File: config.mk
export PLATFORM = sky130hd
export DESIGN_NAME = snn_inference_sequencer
export DESIGN_NICKNAME = d
export VERILOG_FILES = /design/src/rtl/snn_seq_pkg.sv /design/src/rtl/snn_window_counter.sv /design/src/rtl/snn_inference_sequencer.sv
export SDC_FILE = /design/constraint.sdc
export NUM_CORES = 1
export LEC_CHECK = 0
export CAP_MARGIN = 20
export CORE_AREA = 5 5 50 52
export DETAILED_ROUTE_END_ITERATION = 8
export DIE_AREA = 0 0 55 57
export SLEW_MARGIN = 40
export SYNTH_ARGS = -nofsm -noshare
export SYNTH_HDL_FRONTEND = slang
export SYNTH_SLANG_ARGS = --single-unit
File: constraint.sdc
create_clock -name clk -period 3.83 [get_ports clk]
set_input_delay 0.383 -clock clk [delete_from_list [all_inputs] [get_ports clk]]
set_output_delay 0.383 -clock clk [all_outputs]
set_load 0.01 [all_outputs]
File: src/rtl/snn_seq_pkg.sv
// Shared types and defaults for the SNN inference sequencer.
package snn_seq_pkg;

    typedef enum logic [1:0] {IDLE, RESET, SETTLE, DONE} seq_state_t;

    localparam int SNN_SETTLE_DEFAULT = 25;
    localparam int SNN_RST_DEFAULT    = 1;

    function automatic int max_int(input int a, input int b);
        return (a > b) ? a : b;
    endfunction

endpackage

File: src/rtl/snn_window_counter.sv
// Loadable down counter that times both the network-reset and settle windows.
module snn_window_counter #(
    parameter int WIDTH = 5
) (
    input  logic             clk,
    input  logic             rst,
    input  logic             load,
    input  logic [WIDTH-1:0] load_val,
    output logic             expired
);

    logic [WIDTH-1:0] count;

    // Parks at zero once expired, so an idle counter reads as expired.
    always_ff @(posedge clk) begin
        if (rst) begin
            count <= '0;
        end else if (load) begin
            count <= load_val;
        end else if (count != '0) begin
            count <= count - 1'b1;
        end
    end

    assign expired = (count == '0);

endmodule

File: src/rtl/snn_inference_sequencer.sv
// Runs one reset/settle/sample inference on the XOR SNN per accepted request.
// Optional feature macro SNN_SEQ_SPIKE_COUNT_EN adds a spike counter and threshold decision.
module snn_inference_sequencer
    import snn_seq_pkg::*;
#(
    parameter int INT_WIDTH     = 4,
    parameter int RST_CYCLES    = SNN_RST_DEFAULT,
    parameter int SETTLE_CYCLES = SNN_SETTLE_DEFAULT,
    parameter int SPIKE_THRESH  = 1,
    parameter int CNT_WIDTH     = $clog2(SETTLE_CYCLES + 1)
) (
    input  logic clk,
    input  logic rst,
    input  logic req_valid,
    output logic req_ready,
    input  logic req_in1,
    input  logic req_in2,
    output logic net_rst,
    output logic net_in1,
    output logic net_in2,
    input  logic net_out,
    output logic res_valid,
    input  logic res_ready,
    output logic res_out
`ifdef SNN_SEQ_SPIKE_COUNT_EN
    ,
    output logic [CNT_WIDTH-1:0] res_spike_count
`endif
);

    localparam int WIN_WIDTH = $clog2(max_int(RST_CYCLES, SETTLE_CYCLES) + 1);

    if (RST_CYCLES < 1) begin : g_bad_rst_cycles
        $error("RST_CYCLES must be at least 1");
    end
    if (SETTLE_CYCLES < 1) begin : g_bad_settle_cycles
        $error("SETTLE_CYCLES must be at least 1");
    end
    if (INT_WIDTH < 1 || CNT_WIDTH < 1 || SPIKE_THRESH < 0) begin : g_bad_widths
        $error("INT_WIDTH and CNT_WIDTH must be positive, SPIKE_THRESH non-negative");
    end

    seq_state_t           state;
    logic                 accept;
    logic                 win_load;
    logic [WIN_WIDTH-1:0] win_load_val;
    logic                 win_expired;

    assign accept = req_valid && req_ready;

    always_comb begin
        win_load     = 1'b0;
        win_load_val = '0;
        case (state)
            IDLE: begin
                win_load     = accept;
                win_load_val = WIN_WIDTH'(RST_CYCLES - 1);
            end
            RESET: begin
                win_load     = win_expired;
                win_load_val = WIN_WIDTH'(SETTLE_CYCLES - 1);
            end
            default: ;
        endcase
    end

    snn_window_counter #(
        .WIDTH(WIN_WIDTH)
    ) u_window (
        .clk     (clk),
        .rst     (rst),
        .load    (win_load),
        .load_val(win_load_val),
        .expired (win_expired)
    );

`ifdef SNN_SEQ_SPIKE_COUNT_EN
    logic [CNT_WIDTH-1:0] spike_cnt;
    logic [CNT_WIDTH-1:0] spike_next;

    // Includes the current cycle so the DONE-entry value counts the last SETTLE cycle.
    always_comb begin
        spike_next = spike_cnt;
        if (net_out && (spike_cnt != '1)) begin
            spike_next = spike_cnt + 1'b1;
        end
    end
`endif

    always_ff @(posedge clk) begin
        if (rst) begin
            state     <= IDLE;
            req_ready <= 1'b1;
            net_rst   <= 1'b1;
            net_in1   <= 1'b0;
            net_in2   <= 1'b0;
            res_valid <= 1'b0;
            res_out   <= 1'b0;
`ifdef SNN_SEQ_SPIKE_COUNT_EN
            spike_cnt       <= '0;
            res_spike_count <= '0;
`endif
        end else begin
            case (state)
                IDLE: begin
                    if (accept) begin
                        state     <= RESET;
                        req_ready <= 1'b0;
                        net_rst   <= 1'b1;
                        net_in1   <= req_in1;
                        net_in2   <= req_in2;
                    end
                end
                RESET: begin
                    if (win_expired) begin
                        state   <= SETTLE;
                        net_rst <= 1'b0;
`ifdef SNN_SEQ_SPIKE_COUNT_EN
                        spike_cnt <= '0;
`endif
                    end
                end
                SETTLE: begin
`ifdef SNN_SEQ_SPIKE_COUNT_EN
                    spike_cnt <= spike_next;
`endif
                    if (win_expired) begin
                        state     <= DONE;
                        res_valid <= 1'b1;
`ifdef SNN_SEQ_SPIKE_COUNT_EN
                        res_spike_count <= spike_next;
                        res_out         <= (int'(spike_next) >= SPIKE_THRESH);
`else
                        res_out <= net_out;
`endif
                    end
                end
                DONE: begin
                    if (res_ready) begin
                        state     <= IDLE;
                        res_valid <= 1'b0;
                        req_ready <= 1'b1;
                        net_rst   <= 1'b1;
                    end
                end
                default: begin
                    state     <= IDLE;
                    req_ready <= 1'b1;
                    net_rst   <= 1'b1;
                    res_valid <= 1'b0;
                end
            endcase
        end
    end

endmodule
==> impl_metrics.yaml <==
hold_path:
  hold_path.class: "reg -> reg"
die:
  io_pins: 13
  die_h_um: 57
  core_area_um2: 2060
  die_w_um: 55
  num_rows: 17
  die_area_um2: 3140
  initial_core_util_pct: 32.3
drt:
  wl_met1_um: 626
  drtIter0Drc: 12
  routed-wl-met2_um: 682
  routed_wirelength_mm: 1.36
  antenna_left: 0
  via_count: 619
  wl_per_cell_um: 11.4
  wl_met3_um: 46
  post-route-drc-count: 0
  dr.max_layer_used: "met4"
  drtPass1Iterations: 4
  vias_per_cell: 5.16
worst_setup_path:
  end_kind: "register"
  cp_slowest_cell: "or4b_1"
  critical_path_class: "reg -> reg"
  crit_end: "net_rst"
  r2r-end: "net_rst"
  worstPathCellList: "inv_1, ha_1, or4b_1, or4_1, a211o_1"
  start_kind: "register"
  crit_arrival_ns: 2.27
  r2r-start: "u_window.count[0]"
  r2r_cells: 5
  crit_path_max_incr_delay_ns: 0.60
  path_max_fanout: 9
  crit_required_ns: 3.99
  ff2ff_setup_slack_ns: 1.72
  crit_start: "u_window.count[0]"
cts:
  cts_buffers: 3
  clock_latency_ns: 0.26
  cts_max_level: 1
  post_cts_buffers: 0
  cts_tree: "built"
  clockBufferDepth: 2
  hold_buffers: 0
  clock-root-buffer: "clkbuf_4"
  cts-resized-gates: 0
  cts.clk_slew.worst_paths_ns: 0.08
  cts_sinks: 13
layout:
  fin_util_pct: 40.9
  drive_above_1_share_pct: 5.43
  antennaDiodeCount: 0
  synthToLayoutAreaGrowth_pct: 26.9
  final_nets: 105
  final_cells: 120
  num-fill-cells: 224
global_route:
  grt_pass1_vias: 594
  grt-ovfl-total: 0
  antenna_found_initial: 0
  track_usage_pct: 10.1
  grt_pass1_wl_mm: 2.39
  grt_max_degree: 13
timing:
  rsz0062_at_grt: "false"
  skew_ns: 0.000543
  finalCritPeriodShare_pct: 55.2
  slew_headroom_pct: 64.5
  finalMaxSlewViolations: 0
  finalSetupViolCount: 0
  fmax_mhz: 473
  layout_min_cycle_time_ns: 2.11
  final_hold_viol_count: 0
  setup_tns_ns: 0
  tightestPinTransition_ns: 0.532
flow_run:
  drv_cap: 0
logic_synthesis:
  ys_ff_latch: 13
  synth-async-reset-ratio_pct: 0
  avgSynthCellArea_um2: 8.53
  synth_edf_count: 0
  syn_nets: 90
  synthFlopType: "dfxtp_1"
  syn_inst: 78
  synth_area_um2: 666
  yosys_warnings: 0
  synth_cell_types: 30
  yosysSeqAreaShare_pct: 39.1
placement:
  place.gp.congestion: 0.794
  dp_cells: 116
  place.detailed.hpwl_mm: 1.09
  portBuffers: 12
outcome:
  outcome: "completed"
power:
  irDropWorstVdd_v: 0.000305
  pwr_density_cell_nw_per_um2: 692
  finalPower_uw: 584
  power.leakage_uw: 0.000326
[state kept, by name, summed over array words and instances (netlist names)]
name and count:
u_window.count 5, state 2, res_out 1, res_valid 1, net_in1 1, req_ready 1
net_rst 1, net_in2 1
[layer usage]
layer / GRT usage, % / vias to the layer above
met3: 3.13 / 2
met2: 17.2 / 11
met1: 12.3 / 298
li1: - / 308
met4: 2.08 / 0
met5: 0 / -
[logic make-up after synthesis]
logic type      Yosys count  synth area share [%]
simple gates             25                  19.9
compound gates           23                  22.9
buf+inv                  10                  5.83
xor+xnor                  1                  1.32
fa+ha+maj                 5                  9.40
flops                    13                  39.1
mux                       1                  1.50
[report_power, final]
group	total, µW	internal (µW)	switching (µW)
clock	82.7	40.2	42.4
sequential	209	176	33.3
combinational	293	140	153
total	584	356	228
[worst min path at each step]
| stage | cells past startpoint | slack (ns) | endpoint | from |
|---|---|---|---|---|
| floorplan | 2 | 0.48 | u_window.count[4] | u_window.count[4] |
| global placement | 2 | 0.45 | net_in2 | net_in2 |
| detailed placement | 2 | 0.45 | net_in1 | net_in1 |
| CTS | 2 | 0.47 | net_in1 | net_in1 |
| global route | 2 | 0.49 | net_in2 | net_in2 |
| finish | 2 | 0.46 | net_in1 | net_in1 |
[Yosys cell counts, types with 2 or more instances]
cell | n | area [µm²]
dfxtp_1 | 13 | 260
inv_1 | 8 | 30.0
nand2_1 | 7 | 26.3
o21a_1 | 2 | 15.0
nand3_1 | 2 | 10.0
a211o_1 | 2 | 17.5
o21ai_0 | 2 | 10.0
nor3_1 | 3 | 15.0
a21boi_0 | 2 | 15.0
nand2b_1 | 2 | 12.5
nor2_1 | 3 | 11.3
ha_1 | 5 | 62.6
a2111oi_0 | 2 | 17.5
a21oi_1 | 9 | 45.0
[critical path, delay by kind of cell (launching register included)]
kind | cells | cell delay, ns
adders and majority gates | 1 | 0.18
AOI/OAI and AO/OA | 1 | 0.29
buffers and inverters | 1 | 0.07
and+or+nand+nor | 2 | 1.14
DFF | 1 | 0.33
[metrics by stage]
| step | area, µm² | hold slack (ns) | setup slack [ns] |
|---|---|---|---|
| after detailed placement | 818 | 0.454 | 1.72 |
| final | 845 | 0.459 | 1.72 |
| after global placement | 812 | 0.449 | 1.77 |
| after global routing | 845 | 0.485 | 1.59 |
| after CTS | 845 | 0.465 | 1.71 |
| after floorplan | 666 | 0.480 | 1.84 |
[final cells by class]
| type | count | area (µm²) | area share [%] |
|---|---|---|---|
| Multi-Input combinational cell | 55 | 373 | 44.1 |
| Sequential cell | 13 | 260 | 30.8 |
| Timing Repair Buffer | 12 | 120 | 14.2 |
| Tap cell | 28 | 35.0 | 4.15 |
| Inverter | 8 | 30.0 | 3.56 |
| Clock buffer | 4 | 26.3 | 3.11 |
[cells in the final DEF (no fill, tap or decap), types with 3 or more instances in the layout]
cell	instances
dfxtp_1	13
clkdlybuf4s50_1	12
a21oi_1	9
inv_1	8
nand2_1	7
ha_1	5
nor2_1	3
nor3_1	3
clkbuf_4	3
(Power assumes the default switching activity.)
